File: config.mk
export PLATFORM = sky130hd
export DESIGN_NAME = neuron_accumulator_flat
export DESIGN_NICKNAME = d
export VERILOG_FILES = /design/src/rtl/neuron_pkg.sv /design/src/rtl/neuron_accumulator_if.sv /design/src/rtl/neuron_accumulator_adder.sv /design/src/rtl/neuron_accumulator.sv /design/src/flat_wrapper.sv
export SDC_FILE = /design/constraint.sdc
export NUM_CORES = 1
export LEC_CHECK = 0
export CORE_MARGIN = 4
export CORE_UTILIZATION = 44
export CTS_CLUSTER_DIAMETER = 150
export DETAILED_ROUTE_END_ITERATION = 10
export PLACE_DENSITY_LB_ADDON = 0.3
export SETUP_SLACK_MARGIN = 0.05
export SYNTH_ARGS = -nofsm -noshare
export SYNTH_HDL_FRONTEND = slang
export SYNTH_HIERARCHICAL = 1
export SYNTH_SLANG_ARGS = --single-unit
File: constraint.sdc
create_clock -name clk -period 3.7 [get_ports clk]
set_input_delay 0.37 -clock clk [delete_from_list [all_inputs] [get_ports clk]]
set_output_delay 0.37 -clock clk [all_outputs]
set_load 0.03 [all_outputs]
File: src/rtl/neuron_pkg.sv
// Shared definitions for the neuron accumulator slice.
// Contents:
//   IN_W / ACC_W      default term and accumulator widths (must match the adder)
//   ACC_MAX / ACC_MIN signed saturation limits of the accumulator
//   acc_state_e       sequencing FSM states
//   sat_res_t         clamped value plus overflow flag
//   sat_add()         folds the (ACC_W+1)-bit adder result into a clamped ACC_W value
package neuron_pkg;

  localparam int IN_W  = 8;
  localparam int ACC_W = 16;

  localparam logic signed [ACC_W-1:0] ACC_MAX = {1'b0, {(ACC_W-1){1'b1}}};
  localparam logic signed [ACC_W-1:0] ACC_MIN = {1'b1, {(ACC_W-1){1'b0}}};

  typedef enum logic [1:0] {
    IDLE  = 2'd0,
    ACCUM = 2'd1,
    HOLD  = 2'd2
  } acc_state_e;

  typedef struct packed {
    logic [ACC_W-1:0] value;
    logic             ovf;
  } sat_res_t;

  // r is the full-precision sum {carry, sum}. The top two bits disagree only
  // when the true result does not fit in ACC_W bits; r's MSB is then the
  // true sign and selects which rail to clamp to.
  function automatic sat_res_t sat_add(input logic [ACC_W:0] r);
    sat_res_t res;
    res.ovf = r[ACC_W] ^ r[ACC_W-1];
    if (!res.ovf) begin
      res.value = r[ACC_W-1:0];
    end else if (r[ACC_W]) begin
      res.value = ACC_MIN;
    end else begin
      res.value = ACC_MAX;
    end
    return res;
  endfunction

endpackage

File: src/rtl/neuron_accumulator_if.sv
// Term-in / frame-sum-out bus of the neuron accumulator.
// Handshake: a transfer happens on a rising clock edge where valid && ready are
// both high. A source holds its valid and payload stable until that edge; a
// sink may change ready at any time. Payload is don't-care while valid is low.
//   in_valid/in_ready/in_data/in_last         upstream term stream
//   out_valid/out_ready/out_data/out_sat/
//   out_len_err                               frame result to activation stage
// Modports: master = upstream producer and downstream consumer (the bench),
//           slave  = the accumulator.
interface neuron_accumulator_if;
  import neuron_pkg::*;

  logic                    in_valid;
  logic                    in_ready;
  logic signed [IN_W-1:0]  in_data;
  logic                    in_last;
  logic                    out_valid;
  logic                    out_ready;
  logic signed [ACC_W-1:0] out_data;
  logic                    out_sat;
  logic                    out_len_err;

  modport master (
    output in_valid, in_data, in_last, out_ready,
    input  in_ready, out_valid, out_data, out_sat, out_len_err
  );

  modport slave (
    input  in_valid, in_data, in_last, out_ready,
    output in_ready, out_valid, out_data, out_sat, out_len_err
  );

endinterface

File: src/rtl/neuron_accumulator_adder.sv
// Neuron datapath adder: signed in1 + signed in2 at full precision.
//   in1   IN1_W-bit signed term
//   in2   IN2_W-bit signed running sum
//   sum   low IN2_W bits of the result
//   carry MSB of the (IN2_W+1)-bit sign-extended result, so {carry,sum} is the
//         exact signed sum
module adder #(
  parameter int IN1_W = 8,
  parameter int IN2_W = 16
) (
  input  logic signed [IN1_W-1:0] in1,
  input  logic signed [IN2_W-1:0] in2,
  output logic signed [IN2_W-1:0] sum,
  output logic                    carry
);

  logic [IN2_W:0] r;

  assign r = {{(IN2_W+1-IN1_W){in1[IN1_W-1]}}, in1} + {in2[IN2_W-1], in2};
  assign {carry, sum} = r;

endmodule

File: src/rtl/neuron_accumulator.sv
// Neuron accumulator: folds a stream of signed terms into a saturating signed
// frame sum and presents it on a valid/ready output.
// Ports:
//   clk      rising-edge clock
//   rst      asynchronous active-high reset
//   bus      neuron_accumulator_if.slave (term stream in, frame result out)
//   state_o  current FSM state, for debug/observation
// A frame closes on in_last or when MAX_TERMS terms have been accepted. While
// the result is held (HOLD) no terms are accepted.
module neuron_accumulator
  import neuron_pkg::*;
#(
  parameter int MAX_TERMS = 16
) (
  input  logic                       clk,
  input  logic                       rst,
  neuron_accumulator_if.slave        bus,
  output acc_state_e                 state_o
);

  localparam int CNT_W = $clog2(MAX_TERMS + 1);
  localparam logic [CNT_W-1:0] CNT_MAX = CNT_W'(MAX_TERMS);

  acc_state_e state_q, state_d;

  logic signed [ACC_W-1:0] acc_q, acc_d;
  logic [CNT_W-1:0]        cnt_q, cnt_d;
  logic                    sat_q, sat_d;
  logic signed [ACC_W-1:0] out_data_q, out_data_d;
  logic                    out_sat_q, out_sat_d;
  logic                    out_len_err_q, out_len_err_d;

  logic                    in_ready;
  logic                    out_valid;
  logic                    accept;
  logic                    out_fire;
  logic                    close;
  logic                    at_max;
  logic                    fresh;
  logic [CNT_W-1:0]        cnt_inc;
  logic                    sat_new;
  logic signed [ACC_W-1:0] add_in2;
  logic signed [ACC_W-1:0] add_sum;
  logic                    add_carry;
  sat_res_t                clamp;

  // ---------------- datapath ----------------
  // In IDLE the first term starts a fresh frame, so the accumulator, counter
  // and sticky flag are treated as zero regardless of their register value.
  assign fresh   = (state_q == IDLE);
  assign add_in2 = fresh ? '0 : acc_q;

  adder #(
    .IN1_W (IN_W),
    .IN2_W (ACC_W)
  ) u_adder (
    .in1   (bus.in_data),
    .in2   (add_in2),
    .sum   (add_sum),
    .carry (add_carry)
  );

  assign clamp    = sat_add({add_carry, add_sum});
  assign cnt_inc  = (fresh ? '0 : cnt_q) + 1'b1;
  assign at_max   = (cnt_inc == CNT_MAX);
  assign sat_new  = (fresh ? 1'b0 : sat_q) | clamp.ovf;

  assign accept   = bus.in_valid && in_ready;
  assign out_fire = out_valid && bus.out_ready;
  assign close    = accept && (bus.in_last || at_max);

  // ---------------- FSM: state register ----------------
  always_ff @(posedge clk or posedge rst) begin
    if (rst) begin
      state_q <= IDLE;
    end else begin
      state_q <= state_d;
    end
  end

  // ---------------- FSM: next state ----------------
  always_comb begin
    state_d = state_q;
    unique case (state_q)
      IDLE:    if (accept) state_d = close ? HOLD : ACCUM;
      ACCUM:   if (close) state_d = HOLD;
      HOLD:    if (out_fire) state_d = IDLE;
      default: state_d = IDLE;
    endcase
  end

  // ---------------- FSM: outputs ----------------
  always_comb begin
    in_ready  = (state_q != HOLD);
    out_valid = (state_q == HOLD);
  end

  // ---------------- accumulator / result next values ----------------
  always_comb begin
    acc_d         = acc_q;
    cnt_d         = cnt_q;
    sat_d         = sat_q;
    out_data_d    = out_data_q;
    out_sat_d     = out_sat_q;
    out_len_err_d = out_len_err_q;
    if (accept) begin
      acc_d = clamp.value;
      cnt_d = cnt_inc;
      sat_d = sat_new;
    end
    if (close) begin
      out_data_d    = clamp.value;
      out_sat_d     = sat_new;
      out_len_err_d = at_max && !bus.in_last;
    end
    // accept and out_fire never coincide: accept needs !HOLD, out_fire needs HOLD.
    if (out_fire) begin
      acc_d         = '0;
      cnt_d         = '0;
      sat_d         = 1'b0;
      out_data_d    = '0;
      out_sat_d     = 1'b0;
      out_len_err_d = 1'b0;
    end
  end

  always_ff @(posedge clk or posedge rst) begin
    if (rst) begin
      acc_q         <= '0;
      cnt_q         <= '0;
      sat_q         <= 1'b0;
      out_data_q    <= '0;
      out_sat_q     <= 1'b0;
      out_len_err_q <= 1'b0;
    end else begin
      acc_q         <= acc_d;
      cnt_q         <= cnt_d;
      sat_q         <= sat_d;
      out_data_q    <= out_data_d;
      out_sat_q     <= out_sat_d;
      out_len_err_q <= out_len_err_d;
    end
  end

  assign bus.in_ready    = in_ready;
  assign bus.out_valid   = out_valid;
  assign bus.out_data    = out_data_q;
  assign bus.out_sat     = out_sat_q;
  assign bus.out_len_err = out_len_err_q;
  assign state_o         = state_q;

endmodule
File: src/flat_wrapper.sv
// flat-port wrapper written by rule: the top's interface ports become plain ports
module neuron_accumulator_flat import neuron_pkg::*;
#(
  parameter int MAX_TERMS = 16
)
  (clk, rst, state_o, bus_in_valid, bus_in_data, bus_in_last, bus_out_ready, bus_in_ready, bus_out_valid, bus_out_data, bus_out_sat, bus_out_len_err);
  neuron_accumulator_if bus_i ();
  input  logic clk;
  input  logic rst;
  output acc_state_e state_o;
  input wire logic [$bits(bus_i.in_valid)-1:0] bus_in_valid;
  input wire logic [$bits(bus_i.in_data)-1:0] bus_in_data;
  input wire logic [$bits(bus_i.in_last)-1:0] bus_in_last;
  input wire logic [$bits(bus_i.out_ready)-1:0] bus_out_ready;
  output wire logic [$bits(bus_i.in_ready)-1:0] bus_in_ready;
  output wire logic [$bits(bus_i.out_valid)-1:0] bus_out_valid;
  output wire logic [$bits(bus_i.out_data)-1:0] bus_out_data;
  output wire logic [$bits(bus_i.out_sat)-1:0] bus_out_sat;
  output wire logic [$bits(bus_i.out_len_err)-1:0] bus_out_len_err;
  assign bus_i.in_valid = bus_in_valid;
  assign bus_i.in_data = bus_in_data;
  assign bus_i.in_last = bus_in_last;
  assign bus_i.out_ready = bus_out_ready;
  assign bus_in_ready = bus_i.in_ready;
  assign bus_out_valid = bus_i.out_valid;
  assign bus_out_data = bus_i.out_data;
  assign bus_out_sat = bus_i.out_sat;
  assign bus_out_len_err = bus_i.out_len_err;
  neuron_accumulator #(.MAX_TERMS(MAX_TERMS)) u_core (.clk(clk), .rst(rst), .bus(bus_i), .state_o(state_o));
endmodule
==> results of run 1 <==
## cell usage after synthesis, drive strengths merged, types with 4 or more instances
cell | n | area share [%]
nand2b | 8 | 1.7
xnor2 | 10 | 3.0
a211oi | 12 | 3.3
nand2 | 38 | 5.0
a31oi | 4 | 0.87
nor2 | 21 | 2.7
inv | 11 | 1.4
a21oi | 33 | 5.7
o21a | 4 | 1.1
xor2 | 4 | 1.2
nand4 | 4 | 0.87
ha | 19 | 8.3
dfrtp | 42 | 36
nand3 | 6 | 1.0
nor2b | 19 | 4.1
o22ai | 9 | 2.0
a21o | 6 | 1.6
o21ai | 8 | 1.4
clkbuf | 11 | 1.4
mux2i | 11 | 4.0
buf | 6 | 1.7
o211ai | 6 | 1.7
## critical path: cells and delay by family, from the launching register on
| family | cells | cell delay (ns) |
|---|---|---|
| buffers and inverters | 3 | 0.39 |
| AOI/OAI and AO/OA | 3 | 0.60 |
| muxes | 1 | 0.12 |
| xor gates and xnor gates | 1 | 0.24 |
| DFF | 1 | 0.39 |
| and+or+nand+nor | 5 | 0.79 |
| adders and majority gates | 2 | 0.64 |
## worst paths after layout
path                                          startpoint                                  to  slack [ns]  depth (start not counted)
hold / removal              u_core/acc_q[15]$_DFFE_PP0P_        u_core/acc_q[15]$_DFFE_PP0P_        0.51                          2
hold reg to reg             u_core/acc_q[15]$_DFFE_PP0P_        u_core/acc_q[15]$_DFFE_PP0P_        0.51                          2
setup reg to reg           u_core/state_o[0]$_DFFE_PP0P_  u_core/bus.out_data[8]$_DFFE_PP0P_        0.35                         15
min in group asynchronous                            rst         u_core/cnt_q[3]$_DFFE_PP0P_        0.52                          2
max in group asynchronous                            rst       u_core/state_o[1]$_DFFE_PP0P_        2.37                          3
setup / recovery           u_core/state_o[0]$_DFFE_PP0P_  u_core/bus.out_data[8]$_DFFE_PP0P_        0.35                         15
## cells in the final DEF, fill, tap and decap left out, types with 3 or more instances in the layout
cell	instances
nor2b_1	19
nand3_1	6
ha_1	19
clkbuf_8	6
dfrtp_1	41
nand2b_1	7
a211oi_2	3
a31oi_1	4
xnor2_1	10
o21ai_0	6
buf_4	13
a21oi_1	33
o22ai_1	9
xor2_1	4
mux2i_1	10
inv_1	11
clkdlybuf4s50_1	34
a21o_1	5
nor2_1	20
nand2_1	38
o21a_1	3
a211oi_1	9
nand4_1	4
o211ai_1	5
## sequential cells by signal, indices dropped and copies added, names as in the netlist
signal / flops
u_core/acc_q: 16
u_core/cnt_q: 5
u_core/bus.out_sat: 1
u_core/state_o: 2
u_core/sat_q: 1
u_core/bus.out_len_err: 1
u_core/bus.out_data: 16
## what timing repair did
item | in CTS | in global routing
gates resized for setup | 0 | 5
endpoints found under the setup margin | 0 | 8
hold endpoints to repair | 0 | 0
## per-stage QoR
stage	setup slack, ns	std cells	hold WS (ns)	total power [uW]	instance area, sq um
floorplan	0.05473	321	0.4567	1964	2894
global placement	0.1993	428	0.4784	2489	3334
detailed placement	0.1306	428	0.4881	2526	3334
CTS	0.2882	436	0.5046	2909	3451
global route	0.07657	436	0.5504	3174	3476
finish	0.3478	436	0.5077	2932	3476
## report_power, final
group,switching [uW],internal (uW),leakage [uW]
registers,110,650,0.000527
clock network,154,220,0.0000585
logic,1040,762,0.000943
total,1300,1630,0.00153
## area by class of cell
| cell class | instances | area (sq um) | share of cell area, % |
|---|---|---|---|
| Multi-Input combinational cell | 251 | 1732 | 49.82 |
| Sequential cell | 42 | 1052 | 30.27 |
| Timing Repair Buffer | 47 | 437.9 | 12.60 |
| Tap cell | 77 | 96.34 | 2.772 |
| Clock buffer | 7 | 86.33 | 2.484 |
| Inverter | 11 | 41.29 | 1.188 |
| Clock inverter | 1 | 30.03 | 0.8639 |
## kinds of logic after synthesis
kind of cell | after synthesis | share of synthesized area (%)
simple gates | 107 | 17.93
compound gates | 99 | 23.88
flops | 42 | 36.47
buf+inv | 28 | 4.559
fa+ha+maj | 20 | 8.945
xor+xnor | 14 | 4.255
mux | 11 | 3.951
## layer usage
layer / vias to the layer above / global-route usage, %
met2: 68 / 30.84
met3: 11 / 3.502
met4: 0 / 5.632
met5: - / 0
met1: 1240 / 26.16
li1: 1234 / -
==> out/qor.yml, run 1 <==
period_minus_slack_ns: 3.352
num_vias: 2553
clk_pin_slew_ns: 0.08
drt-total-wl_mm: 7.216
power_density_nw_per_um2: 843.5
grt_usage_pct: 19.08
antenna_found_initial: 0
irDropWorstVdd_mv: 0.5271
critPathMaxStageDelay_ns: 0.39
cts_hold_buffers: 0
netlist_instances: 321
post_drt_wl_per_cell_microns: 16.55
critPathMaxFanout: 8
cts_root_buffer: "clkbuf_8"
slew_violations: 0
gp_congestion: 0.9141
numCtsBuffers: 5
max_freq_ghz: 0.2983
synth_edf_count: 0
syn-num-nets: 354
worst_pin_slew_ns: 0.8148
period_share_pct: 90.60
setup_viol: 0
end_kind: "register"
drtPass1Iterations: 4
async_reset_ff_share_pct: 100.0
utilization_pct: 54.74
drtIter0Drc: 148
worstSetupPathType: "reg2reg"
grt_first_pass_wirelength_mm: 11.67
synth_flop_cell: "dfrtp_1"
postCtsSetupRepairBufs: 0
die-area_sq_um: 7908
die_width_microns: 88.93
rows: 29
hp-class: "reg2reg"
grt-ovfl-total: 0
relSlewSlack_pct: 45.62
clkLatencyLatePin_ns: 0.29
final_nets: 391
p_leak_uw: 0.001529
clock_path_buffers: 2
via_per_inst: 5.856
max_cap_violations: 0
seq_area_frac_synth_pct: 36.47
setup_tns_ns: 0
path_cells: "nor2_4, buf_4, nor2b_1, ha_1, a211oi_2, nor3_1, nor2_1, o31ai_2, xnor2_1, inv_1, ha_1, nor2_1, buf_4, a21oi_1, mux2i_1"
critPathRequiredTime_ns: 3.84
top_layer_used: "met4"
synth_area_sq_um: 2882
drtAntennaViolNets: 0
cts_tree: "built"
ys_types: 54
worstPathArrival_ns: 3.50
n_antenna_cell: 0
fin_worst_skew_ns: 0.005047
route.met3.wl_microns: 341
port-buffer-count: 34
drive_above_1_share_pct: 10.31
drc: 0
syn_avg_cell_area_sq_um: 8.977
syn_to_final_growth_pct: 20.63
outcome: "complete, no violations"
hold_violations: 0
slowest_stage: "dfrtp_1"
start_util_pct: 45.38
clock_sinks: 42
grt_pass1_vias: 2474
grt_max_degree: 31
startpoint_type: "register"
ys_seq_elements: 42
core_area_sq_um: 6350
h-tree-depth: 2
met1_length_mm: 3.172
met2_length_mm: 3.623
nFillCells: 588
pin_count: 35
hpwlAfterDp_mm: 5.266
die_y_microns: 88.93
yosysWarningCount: 6
rsz0062_at_grt: "false"
Power figures use the tool's default switching activity.
==> run 2, diff against run 1 <==
==> constraint.sdc (replaced) <==
create_clock -name clk -period 3.7 [get_ports clk]
set_input_delay 0.925 -clock clk [delete_from_list [all_inputs] [get_ports clk]]
set_output_delay 0.925 -clock clk [all_outputs]
set_load 0.03 [all_outputs]
==> run 2 against run 1 <==
Clock skew is 0.00062 ns higher. Hold slack better by 0.018 ns. Sequential share of layout area is 2.4 points lower. Total power is 7.2% higher. Combinational power is 15% higher. Die area stayed put. Routed wire length is 6.4% higher. Critical path depth is 2 lower. Largest cell class unchanged.
==> out/qor.yml, run 2 (same netlist as run 1, synthesis figures left out) <==
grt_max_degree: 31  # unchanged
fin_worst_skew_ns: 0.005663  # +0.0006158 ns
drt-total-wl_mm: 7.675  # +6.4%
seq_area_sq_um: 1052  # unchanged
hold_violations: 0  # unchanged
layout_commonest_cell: "buf_4"
place_ws_ns: -0.3610  # -0.4917 ns
clkLatencyLatePin_ns: 0.30  # about the same
critPathMaxFanout: 11  # +3
power_density_nw_per_um2: 833.5  # -1.2%
rsz0062_at_grt: "false"
total_power_uw: 3144  # +7.2%
die_y_microns: 88.93  # unchanged
final_nets: 427  # +9.2%
clock_path_buffers: 2  # unchanged
period_share_pct: 95.66  # +5.1 points
setup_slack_ns: 0.1605  # -0.1872 ns
setup_viol: 0  # unchanged
drtPass1Iterations: 4  # unchanged
num_vias: 2685  # +5.2%
critPathRequiredTime_ns: 3.84  # about the same
relSlewSlack_pct: 46.67  # +1.1 points
outcome: "complete, no violations"
irDropWorstVdd_mv: 0.5985  # +14%
utilization_pct: 59.41  # +4.7 points
setup_tns_ns: 0  # unchanged
cts_root_buffer: "clkbuf_8"
drtIter0Drc: 159  # +7.4%
drc: 0  # unchanged
nFillCells: 580  # -1.4%
numCtsBuffers: 5  # unchanged
end_kind: "register"
multi_input_area_sq_um: 1775  # +2.5%
pin_count: 35  # unchanged
gp_congestion: 0.8588  # -6.0%
die-area_sq_um: 7908  # unchanged
h-tree-depth: 2  # unchanged
clock_sinks: 42  # unchanged
hp-class: "reg2reg"
die_width_microns: 88.93  # unchanged
max_freq_ghz: 0.2825  # -5.3%
max_cap_violations: 0  # unchanged
grt_pass1_vias: 2648  # +7.0%
cts_tree: "built"
syn_to_final_growth_pct: 30.92
port-buffer-count: 34  # unchanged
core_area_sq_um: 6350  # unchanged
drive_above_1_share_pct: 20.51  # +10 points
grt_usage_pct: 20.34  # +1.3 points
dp_cells: 462  # +7.9%
p_leak_uw: 0.001692  # +11%
reg2reg_slack_ns: 0.42  # +0.07 ns
grt-ovfl-total: 0  # unchanged
hpwlAfterDp_mm: 5.579  # +6.0%
post_drt_wl_per_cell_microns: 16.26  # -1.8%
period_minus_slack_ns: 3.539  # +0.1872 ns
mostFrequentLayoutCells: "buf_4 (48), dfrtp_1 (41), nand2_1 (37)"
slew_violations: 0  # unchanged
worstSetupPathType: "in2reg"
n_antenna_cell: 0  # unchanged
clk_pin_slew_ns: 0.08  # about the same
startpoint_type: "input pin"
via_per_inst: 5.689  # -2.9%
start_util_pct: 45.38  # unchanged
grt_first_pass_wirelength_mm: 12.50  # +7.1%
worst_pin_slew_ns: 0.8000  # -0.01486 ns
worstPathArrival_ns: 3.68  # +0.18 ns
fin_cells: 472  # +8.3%
drtAntennaViolNets: 0  # unchanged
antenna_found_initial: 0  # unchanged
rows: 29  # unchanged
run 2: stage by stage:
stage	cell area (sq um)	hold WS (ns)
after floorplan	2894	0.4594
after global placement	3590	0.4778
after detailed placement	3590	0.5073
after CTS	3707	0.5273
after global routing	3772	0.5525
final	3772	0.5257
run 2: worst max-delay path, stage by stage:
cell and delay (ns):
clkdlybuf4s50_1 0.41, ha_2 0.20, fa_2 0.35, a21o_2 0.25
a221oi_4 0.28, nand2b_4 0.19, o21a_2 0.14, a21o_1 0.18
ha_4 0.23, buf_4 0.18, a21o_1 0.16, nand2_1 0.09
o22ai_1 0.09
run 2: layout make-up:
| cell class | instances | area share (%) |
|---|---|---|
| Multi-Input combinational cell | 251 | 47.06 |
| Inverter | 11 | 1.095 |
| Clock inverter | 2 | 0.3317 |
| Clock buffer | 6 | 2.189 |
| Tap cell | 77 | 2.554 |
| Sequential cell | 42 | 27.89 |
| Timing Repair Buffer | 83 | 18.87 |
run 2: path summary, 6_finish.rpt:
kind                                                     from                                  to  cells after the start
worst min register to register    u_core/acc_q[2]$_DFFE_PP0P_         u_core/acc_q[2]$_DFFE_PP0P_                      2
min in group asynchronous                                 rst  u_core/bus.out_data[1]$_DFFE_PP0P_                      3
worst max register to register  u_core/state_o[1]$_DFFE_PP0P_  u_core/bus.out_data[4]$_DFFE_PP0P_                     14
max in group asynchronous                                 rst         u_core/acc_q[7]$_DFFE_PP0P_                      3
worst min-delay path              u_core/acc_q[2]$_DFFE_PP0P_         u_core/acc_q[2]$_DFFE_PP0P_                      2
worst max-delay path                           bus_in_data[0]  u_core/bus.out_data[4]$_DFFE_PP0P_                     13
run 2: per-layer routing:
layer / track usage, % / share of wire [%] / vias up
li1: - / - / 1297
met1: 25.84 / 44 / 1303
met2: 35.63 / 51 / 76
met3: 3.871 / 4.4 / 9
met4: 5.082 / 1.1 / 0
met5: 0 / 0 / -
run 2: timing repair:
item / CTS / global route
hold buffers: 0 / 0
pin swaps: 2 / 6
setup endpoints to repair: 14 / 31
buffers inserted: 1 / 1
resized for setup: 3 / 11
run 2: report_power, final:
part / switching, uW / internal [uW] / leakage [uW]
combinational: 1110 / 955 / 0.00112
clock: 165 / 150 / 0.0000472
sequential: 114 / 650 / 0.000527
total: 1390 / 1750 / 0.00169
